--- config.mk ---
export PLATFORM = sky130hd
export DESIGN_NAME = byte_serializer
export DESIGN_NICKNAME = d
export VERILOG_FILES = /design/src/rtl/ser_pkg.sv /design/src/rtl/ser_bit_counter.sv /design/src/rtl/byte_serializer.sv
export SDC_FILE = /design/constraint.sdc
export NUM_CORES = 1
export LEC_CHECK = 0
export CAP_MARGIN = 30
export CORE_UTILIZATION = 31
export CTS_CLUSTER_DIAMETER = 100
export CTS_CLUSTER_SIZE = 10
export DETAILED_ROUTE_END_ITERATION = 6
export SLEW_MARGIN = 20
export SYNTH_ARGS = -nofsm -noshare
export SYNTH_HDL_FRONTEND = slang
export SYNTH_SLANG_ARGS = --single-unit
--- constraint.sdc ---
create_clock -name clk -period 1.6 [get_ports clk]
set_input_delay 0.32 -clock clk [delete_from_list [all_inputs] [get_ports clk]]
set_output_delay 0.32 -clock clk [all_outputs]
set_load 0.005 [all_outputs]
--- src/rtl/ser_pkg.sv ---
// Shared types and helpers for the byte serializer.
// State encodings and the counter-width function.
package ser_pkg;

  typedef enum logic [1:0] {
    ST_IDLE  = 2'd0,
    ST_SHIFT = 2'd1,
    ST_PAR   = 2'd2
  } state_t;

  function automatic int clog2(input int v);
    int r;
    r = 0;
    for (int i = 0; i < 6; i++) begin
      if ((1 << i) < v) r = i + 1;
    end
    return (r < 1) ? 1 : r;
  endfunction

endpackage

--- src/rtl/ser_bit_counter.sv ---
// Loadable bit-position counter for the serializer.
// tc flags the last data bit (cnt == WIDTH-1).
module ser_bit_counter
  import ser_pkg::*;
#(
  parameter int WIDTH = 8,
  parameter int CW    = clog2(WIDTH)
) (
  input  logic          clk,
  input  logic          rst,
  input  logic          load,
  input  logic          inc,
  output logic [CW-1:0] cnt,
  output logic          tc
);

  assign tc = (cnt == CW'(WIDTH - 1));

  // Clear on load, otherwise count up and hold at the top.
  always_ff @(posedge clk) begin
    if (rst) begin
      cnt <= '0;
    end else if (load) begin
      cnt <= '0;
    end else if (inc && !tc) begin
      cnt <= cnt + 1'b1;
    end
  end

endmodule

--- src/rtl/byte_serializer.sv ---
// Parallel-in serial-out stage with first/last framing.
// Optional even parity bit: BYTE_SERIALIZER_PARITY_EN.
module byte_serializer
  import ser_pkg::*;
#(
  parameter int WIDTH     = 8,
  parameter int MSB_FIRST = 1
) (
  input  logic             clk,
  input  logic             rst,
  input  logic [WIDTH-1:0] in_data,
  input  logic             in_valid,
  output logic             in_ready,
  output logic             shift_out,
  output logic             shift_en,
  output logic             shift_first,
  output logic             shift_last,
  output logic             busy
);

  localparam int CW = clog2(WIDTH);
  localparam bit MF = (MSB_FIRST != 0);

  state_t           state;
  state_t           state_n;
  logic [WIDTH-1:0] sreg;
  logic [CW-1:0]    cnt;
  logic             tc;
  logic             accept;
  logic             ld;
  logic             inc;
  logic             out_n;
  logic             en_n;
  logic             first_n;
  logic             last_n;
  logic             first_bit;
  logic             next_bit;
`ifdef BYTE_SERIALIZER_PARITY_EN
  logic             par_q;
`endif

  ser_bit_counter #(
    .WIDTH (WIDTH),
    .CW    (CW)
  ) u_cnt (
    .clk  (clk),
    .rst  (rst),
    .load (ld),
    .inc  (inc),
    .cnt  (cnt),
    .tc   (tc)
  );

`ifdef BYTE_SERIALIZER_PARITY_EN
  assign in_ready = (state == ST_IDLE) ||
                    (state == ST_PAR);
`else
  assign in_ready = (state == ST_IDLE) ||
                    ((state == ST_SHIFT) && tc);
`endif

  assign accept    = in_valid && in_ready;
  assign busy      = (state != ST_IDLE);
  assign first_bit = MF ? in_data[WIDTH-1]
                        : in_data[0];
  assign next_bit  = MF ? sreg[WIDTH-2]
                        : sreg[1];

  // Next state, counter control and next registered outputs.
  always_comb begin
    state_n = state;
    ld      = 1'b0;
    inc     = 1'b0;
    out_n   = 1'b0;
    en_n    = 1'b0;
    first_n = 1'b0;
    last_n  = 1'b0;
    unique case (state)
      ST_IDLE: begin
        state_n = ST_IDLE;
      end
      ST_SHIFT: begin
        if (!tc) begin
          inc   = 1'b1;
          en_n  = 1'b1;
          out_n = next_bit;
`ifdef BYTE_SERIALIZER_PARITY_EN
          last_n = 1'b0;
`else
          last_n = (cnt == CW'(WIDTH - 2));
`endif
        end else begin
`ifdef BYTE_SERIALIZER_PARITY_EN
          state_n = ST_PAR;
          en_n    = 1'b1;
          out_n   = par_q;
          last_n  = 1'b1;
`else
          state_n = ST_IDLE;
`endif
        end
      end
`ifdef BYTE_SERIALIZER_PARITY_EN
      ST_PAR: begin
        state_n = ST_IDLE;
      end
`endif
      default: begin
        state_n = ST_IDLE;
      end
    endcase
    if (accept) begin
      state_n = ST_SHIFT;
      out_n   = first_bit;
      en_n    = 1'b1;
      first_n = 1'b1;
      last_n  = 1'b0;
    end
    ld = accept || (state_n == ST_IDLE);
  end

  // State register.
  always_ff @(posedge clk) begin
    if (rst) begin
      state <= ST_IDLE;
    end else begin
      state <= state_n;
    end
  end

  // Word register: load on accept, shift toward the output end.
  always_ff @(posedge clk) begin
    if (rst) begin
      sreg <= '0;
    end else if (accept) begin
      sreg <= in_data;
    end else if (inc) begin
      sreg <= MF ? {sreg[WIDTH-2:0], 1'b0}
                 : {1'b0, sreg[WIDTH-1:1]};
    end
  end

`ifdef BYTE_SERIALIZER_PARITY_EN
  // Parity is captured at accept since shifting destroys the word.
  always_ff @(posedge clk) begin
    if (rst) begin
      par_q <= 1'b0;
    end else if (accept) begin
      par_q <= ^in_data;
    end
  end
`endif

  // Registered serial outputs.
  always_ff @(posedge clk) begin
    if (rst) begin
      shift_out   <= 1'b0;
      shift_en    <= 1'b0;
      shift_first <= 1'b0;
      shift_last  <= 1'b0;
    end else begin
      shift_out   <= out_n;
      shift_en    <= en_n;
      shift_first <= first_n;
      shift_last  <= last_n;
    end
  end

endmodule
==> flow_summary.yaml, run 1 <==
final_layout:
  antenna_cells: 0
  stdcell_area_um2: 1000
  drive_above_1_share: 0.326
  fin_util: 0.506
  syn2layout_area_growth_pct: 50.8
  nNetsFinal: 107
setup_path:
  cp_slowest_stage_delay_ns: 0.46
  rr_startpoint: "u_cnt.cnt[1]$_SDFFE_PP0P_"
  cp_num_buf_inv: 1
  crit_type: "flop to flop"
  cpMostUsedCell: "ha_4"
  arrival_ns: 1.74
  critPathLaunch: "u_cnt.cnt[1]$_SDFFE_PP0P_"
  cp_data_required_time_ns: 1.77
  path_cells: "ha_4 > ha_4 > buf_6 > or3b_4 > nand2_1 > a311oi_2"
  path_max_fanout: 13
  endpoint_kind: "flop"
  crit_family: "simple AND/OR/NAND/NOR gates"
  slowest_stage: "or3b_4"
  crit_path_start_kind: "flop"
sta:
  finalClockSkew_ns: 0.00195
  setup_viol: 0
  timing.fmax_mhz: 637
  slew_violations: 0
  fin_crit_sh: 0.981
  finalCriticalPeriod_ns: 1.57
  rsz0062_at_grt: "yes"
  hold_viol: 0
global_routing:
  met2_usage: 0.228
  grtUsageMet3: 0.0220
  grt_pass1_vias: 582
  grt_pass1_wl_um: 2370
  grt_usage: 0.134
  antenna_found_initial: 0
  grt_start_max_net_pins: 14
  overflow: 0
  grt_busiest_layer: "met2"
  use_met1: 0.144
logic_synthesis:
  synth_flop_cell: "dfxtp_1"
  netlist.area_leader.share: 0.481
  synth_edf_count: 0
  postSynthAreaPerCell_um2: 9.93
  synth_top_cells_by_count: "dfxtp_1, a21oi_1, a32oi_1, o211ai_1, nand2_1"
  async_flop_share: 0
  yosysSeqAreaShare: 0.481
  yosys.area.top_type: "dfxtp_1"
  synth.distinct_cells: 21
  syn_nets: 81
  yosysMostFrequentCell: "dfxtp_1"
  synth.area.top_cells: "dfxtp_1, a32oi_1, o211ai_1"
  synth_seq_cells: 16
  syn_area_um2: 666
  syn_inst: 67
  synth-warning-count: 0
clock_network:
  cts_tree: "done"
  cts_sinks: 16
  htree_levels: 1
  cts_hold_buf: 0
  cts_buffer_depth: 2
  clk_pin_slew_worst_paths_ns: 0.10
  cts_made_buffers: 3
  clkLatencyLatePin_ns: 0.29
  root_buffer: "clkbuf_4"
power:
  p_per_area_nw_per_um2: 802
  peakVddDrop_mv: 0.479
  p_leak_nw: 0.356
routing:
  wl_per_cell_um: 11.8
  drt_pass1_iterations: 4
  vias: 603
  drt-initial-drc-count: 11
  viasPerCell: 5.07
  drc: 0
  drtAntennaViolNets: 0
  routed_wl_um: 1410
placement:
  port_buffers: 16
  hpwlAfterDp_um: 919
  place.gp.congestion: 0.665
  placed_area_um2: 882
die:
  initial_utilization: 0.336
  die-height_um: 48.3
  die-area_um2: 2340
  io_pins: 17
  dieWidth_um: 48.3
  coreArea_um2: 1980
  rows: 16
run_status:
  outcome: "complete, no violations"
hold_path:
  min_from: "sreg[5]$_SDFFE_PP0P_"
  hp-class: "flop to flop"
flow_run:
  maxCapViolCount: 0
## through the flow
stage	setup WS [ns]	cells	TNS, ns	power [mW]	hold WS (ns)
3_3_place_gp	-0.0529	112	-0.0529	0.532	0.455
6_report	0.0310	119	0	0.805	0.497
4_1_cts	0.00940	119	0	0.811	0.497
3_5_place_dp	-0.0583	112	-0.0583	0.531	0.455
2_1_floorplan	0.0505	67	0	0.477	0.389
5_1_grt	-0.0247	119	-0.0569	0.854	0.510
## timing repair
action,CTS,global route
gates resized for setup,16,6
setup buffers,3,0
setup endpoints to repair,2,9
pin swaps,0,11
## power by group
group	switching (mW)	total, mW	internal, mW
sequential	0.00769	0.421	0.414
combinational	0.0465	0.109	0.0629
clock	0.136	0.274	0.139
total	0.190	0.805	0.615
## final timing paths
check / to / depth (start not counted) / slack [ns]
worst max-delay path: sreg[4]$_SDFFE_PP0P_ / 6 / 0.03
worst min-delay path: sreg[5]$_SDFFE_PP0P_ / 2 / 0.50
worst max register to register: sreg[4]$_SDFFE_PP0P_ / 6 / 0.03
worst min register to register: sreg[5]$_SDFFE_PP0P_ / 2 / 0.50
## worst min-delay path, stage by stage (launching register included)
cell and delay, ns:
dfxtp_1 0.32, o211ai_1 0.07, a21oi_1 0.06
## flip-flops by register name, summed over array words and instances, names as in the netlist
name / flops
shift_first: 1
u_cnt.cnt: 3
sreg: 7
state: 2
shift_en: 1
shift_out: 1
shift_last: 1
## kinds of logic after synthesis
family / Yosys count / synth area share
fa+ha+maj: 3 / 0.0564
flops: 16 / 0.481
compound gates: 21 / 0.220
buf+inv: 6 / 0.0507
other cells: 1 / 0.00563
simple gates: 20 / 0.186
## area by class of cell
| class | count | area [um2] |
|---|---|---|
| fillers | 187 | 978 |
| clock buffers | 4 | 36.3 |
| well taps | 27 | 33.8 |
| inverters | 1 | 3.75 |
| multi-input cells | 45 | 362 |
| repair buffers | 26 | 240 |
| flip-flops and latches | 16 | 328 |
## placed cells by master (no fill, tap or decap), types with 2 or more instances in the layout
cell type / instances
clkdlybuf4s50_1: 14
dfxtp_1: 12
a21oi_1: 8
buf_4: 7
o211ai_1: 6
a32oi_1: 5
nand2_1: 4
nor2_1: 3
nor3_1: 3
clkbuf_4: 3
buf_6: 3
dfxtp_2: 3
ha_4: 2
## per-layer routing
| layer | share of wire | wire length [um] | vias to the layer above |
|---|---|---|---|
| met5 | 0 | 0 | - |
| met2 | 0.50 | 702 | 20 |
| li1 | - | - | 294 |
| met1 | 0.42 | 594 | 285 |
| met4 | 0.031 | 43 | 0 |
| met3 | 0.046 | 65 | 4 |
Power figures use the tool's default switching activity.
==> run 2, diff against run 1 <==
--- a/config.mk
+++ b/config.mk
@@ -10,7 +10,8 @@
 export CTS_CLUSTER_DIAMETER = 100
 export CTS_CLUSTER_SIZE = 10
 export DETAILED_ROUTE_END_ITERATION = 6
-export SLEW_MARGIN = 20
+export PLACE_DENSITY_LB_ADDON = 0.05
+export SLEW_MARGIN = 10
 export SYNTH_ARGS = -nofsm -noshare
 export SYNTH_HDL_FRONTEND = slang
 export SYNTH_SLANG_ARGS = --single-unit
==> flow_summary.yaml, run 2 (synthesis results as in run 1) <==
run_status:
  outcome: "complete, no violations"
placement:
  place_inst: 111
  place.gp.congestion: 0.697
  placed_area_um2: 875
  port_buffers: 16
  hpwlAfterDp_um: 977
setup_path:
  reg2reg_depth: 6
  arrival_ns: 1.74
  rr_startpoint: "u_cnt.cnt[0]$_SDFFE_PP0P_"
  r2r_end: "sreg[5]$_SDFFE_PP0P_"
  slowest_stage: "or3b_4"
  cpMostUsedCell: "ha_4"
  crit_type: "flop to flop"
  endpoint_kind: "flop"
  cp_data_required_time_ns: 1.77
  r2r_slack_ns: 0.03
  path_max_fanout: 13
  crit_path_start_kind: "flop"
  cp_slowest_stage_delay_ns: 0.46
  path_cells: "ha_4 > ha_4 > buf_4 > or3b_4 > o211ai_1 > a21oi_1"
die:
  dieWidth_um: 48.3
  coreArea_um2: 1980
  die-height_um: 48.3
  initial_utilization: 0.336
  die-area_um2: 2340
  rows: 16
  io_pins: 17
final_layout:
  fin_util: 0.491
  stdcell_area_um2: 973
  final_common_cell: "clkdlybuf4s50_1"
  regMostFlops: "sreg"
  fill_cells: 194
  antenna_cells: 0
  layout_common_cells: "clkdlybuf4s50_1, dfxtp_1, a21oi_1, buf_4, o211ai_1"
  largest_register_ffs: 7
  top_regs: "sreg x7, u_cnt.cnt x3, state x2"
  nNetsFinal: 106
  drive_above_1_share: 0.300
  fin_cells: 117
  syn2layout_area_growth_pct: 46.2
hold_path:
  hp-class: "flop to flop"
  min_from: "sreg[3]$_SDFFE_PP0P_"
  hold_end: "sreg[4]$_SDFFE_PP0P_"
  whs_path_depth: 2
sta:
  setup_tns_ns: 0
  finalClockSkew_ns: 0.00375
  finalCriticalPeriod_ns: 1.57
  hold_viol: 0
  rsz0062_at_grt: "yes"
  fin_hold_ws_ns: 0.482
  setup_viol: 0
  fin_crit_sh: 0.983
  slew_violations: 0
  timing.fmax_mhz: 636
global_routing:
  grt_usage: 0.142
  grt_pass1_wl_um: 2500
  grt_pass1_vias: 558
  antenna_found_initial: 0
  overflow: 0
  grt_start_max_net_pins: 16
clock_network:
  clk_pin_slew_worst_paths_ns: 0.09
  cts_sinks: 16
  clkLatencyLatePin_ns: 0.28
  cts_made_buffers: 3
  cts_hold_buf: 0
  root_buffer: "clkbuf_4"
  cts_buffer_depth: 2
  htree_levels: 1
  cts_tree: "done"
routing:
  routed_wl_um: 1500
  wl_per_cell_um: 12.8
  vias: 570
  drt_pass1_iterations: 4
  viasPerCell: 4.87
  drt-initial-drc-count: 13
  drtAntennaViolNets: 0
  drc: 0
power:
  p_per_area_nw_per_um2: 754
  switchingPower_mw: 0.172
  peakVddDrop_mv: 0.479
  swShare: 0.234
  p_leak_nw: 0.342
  seqPwrFrac: 0.574
  cell_internal_pwr_mw: 0.562
  power.clock.fraction: 0.279
  combPwrFrac: 0.147
flow_run:
  maxCapViolCount: 0
## run 2: through the flow
stage	setup WS, ns	total power, mW
floorplan	0.0505	0.477
global placement	-0.0515	0.532
detailed placement	-0.0765	0.531
CTS	0.0236	0.743
global route	-0.0296	0.788
finish	0.0280	0.734
## run 2: worst max path at each step
| stage | end | slack [ns] | cells past startpoint | start |
|---|---|---|---|---|
| 3_5_place_dp | in_ready | -0.08 | 5 | u_cnt.cnt[0]$_SDFFE_PP0P_ |
| 5_1_grt | in_ready | -0.03 | 5 | u_cnt.cnt[0]$_SDFFE_PP0P_ |
| 3_3_place_gp | in_ready | -0.05 | 5 | u_cnt.cnt[0]$_SDFFE_PP0P_ |
| 6_report | sreg[5]$_SDFFE_PP0P_ | 0.03 | 6 | u_cnt.cnt[0]$_SDFFE_PP0P_ |
| 2_1_floorplan | sreg[1]$_SDFFE_PP0P_ | 0.05 | 6 | u_cnt.cnt[0]$_SDFFE_PP0P_ |
| 4_1_cts | sreg[1]$_SDFFE_PP0P_ | 0.02 | 6 | u_cnt.cnt[0]$_SDFFE_PP0P_ |
## run 2: power by group through the flow
stage / Clock (mW) / Sequential [mW] / Combinational, mW
3_5_place_dp: 0 / 0.433 / 0.0987
5_1_grt: 0.248 / 0.424 / 0.117
2_1_floorplan: 0 / 0.431 / 0.0463
3_3_place_gp: 0 / 0.432 / 0.0992
4_1_cts: 0.218 / 0.421 / 0.104
6_report: 0.205 / 0.421 / 0.108
## run 2: per-layer routing
layer  up-vias  routed length (um)  share of wire  track usage
li1        293                   -              -            -
met1       262                 738           0.49        0.172
met2        13                 689           0.46        0.230
met3         2                  55          0.037       0.0409
met4         0                  14         0.0093       0.0735
met5         -                   0              0            0
## run 2: timing repair
item	4_1_cts	5_1_grt
setup buffers	3	0
endpoints found under the setup margin	4	7
endpoints found under the hold margin	0	0
pin swaps	3	6
gates resized for setup	16	4
## run 2: worst max-delay path: cells and delay by family, from the launching register on
kind	cells	cell delay (ns)
and+or+nand+nor	1	0.46
adders and majority gates	2	0.31
DFF	1	0.35
AOI/OAI and AO/OA	2	0.21
buffers and inverters	1	0.13
## run 2: layout make-up
type                    instances  area (um2)  share of cell area
clock buffers                   3        22.5              0.0231
well taps                      27        33.8              0.0347
repair buffers                 25         225               0.231
inverters                       1        3.75             0.00386
flip-flops and latches         16         328               0.337
multi-input cells              45         360               0.370
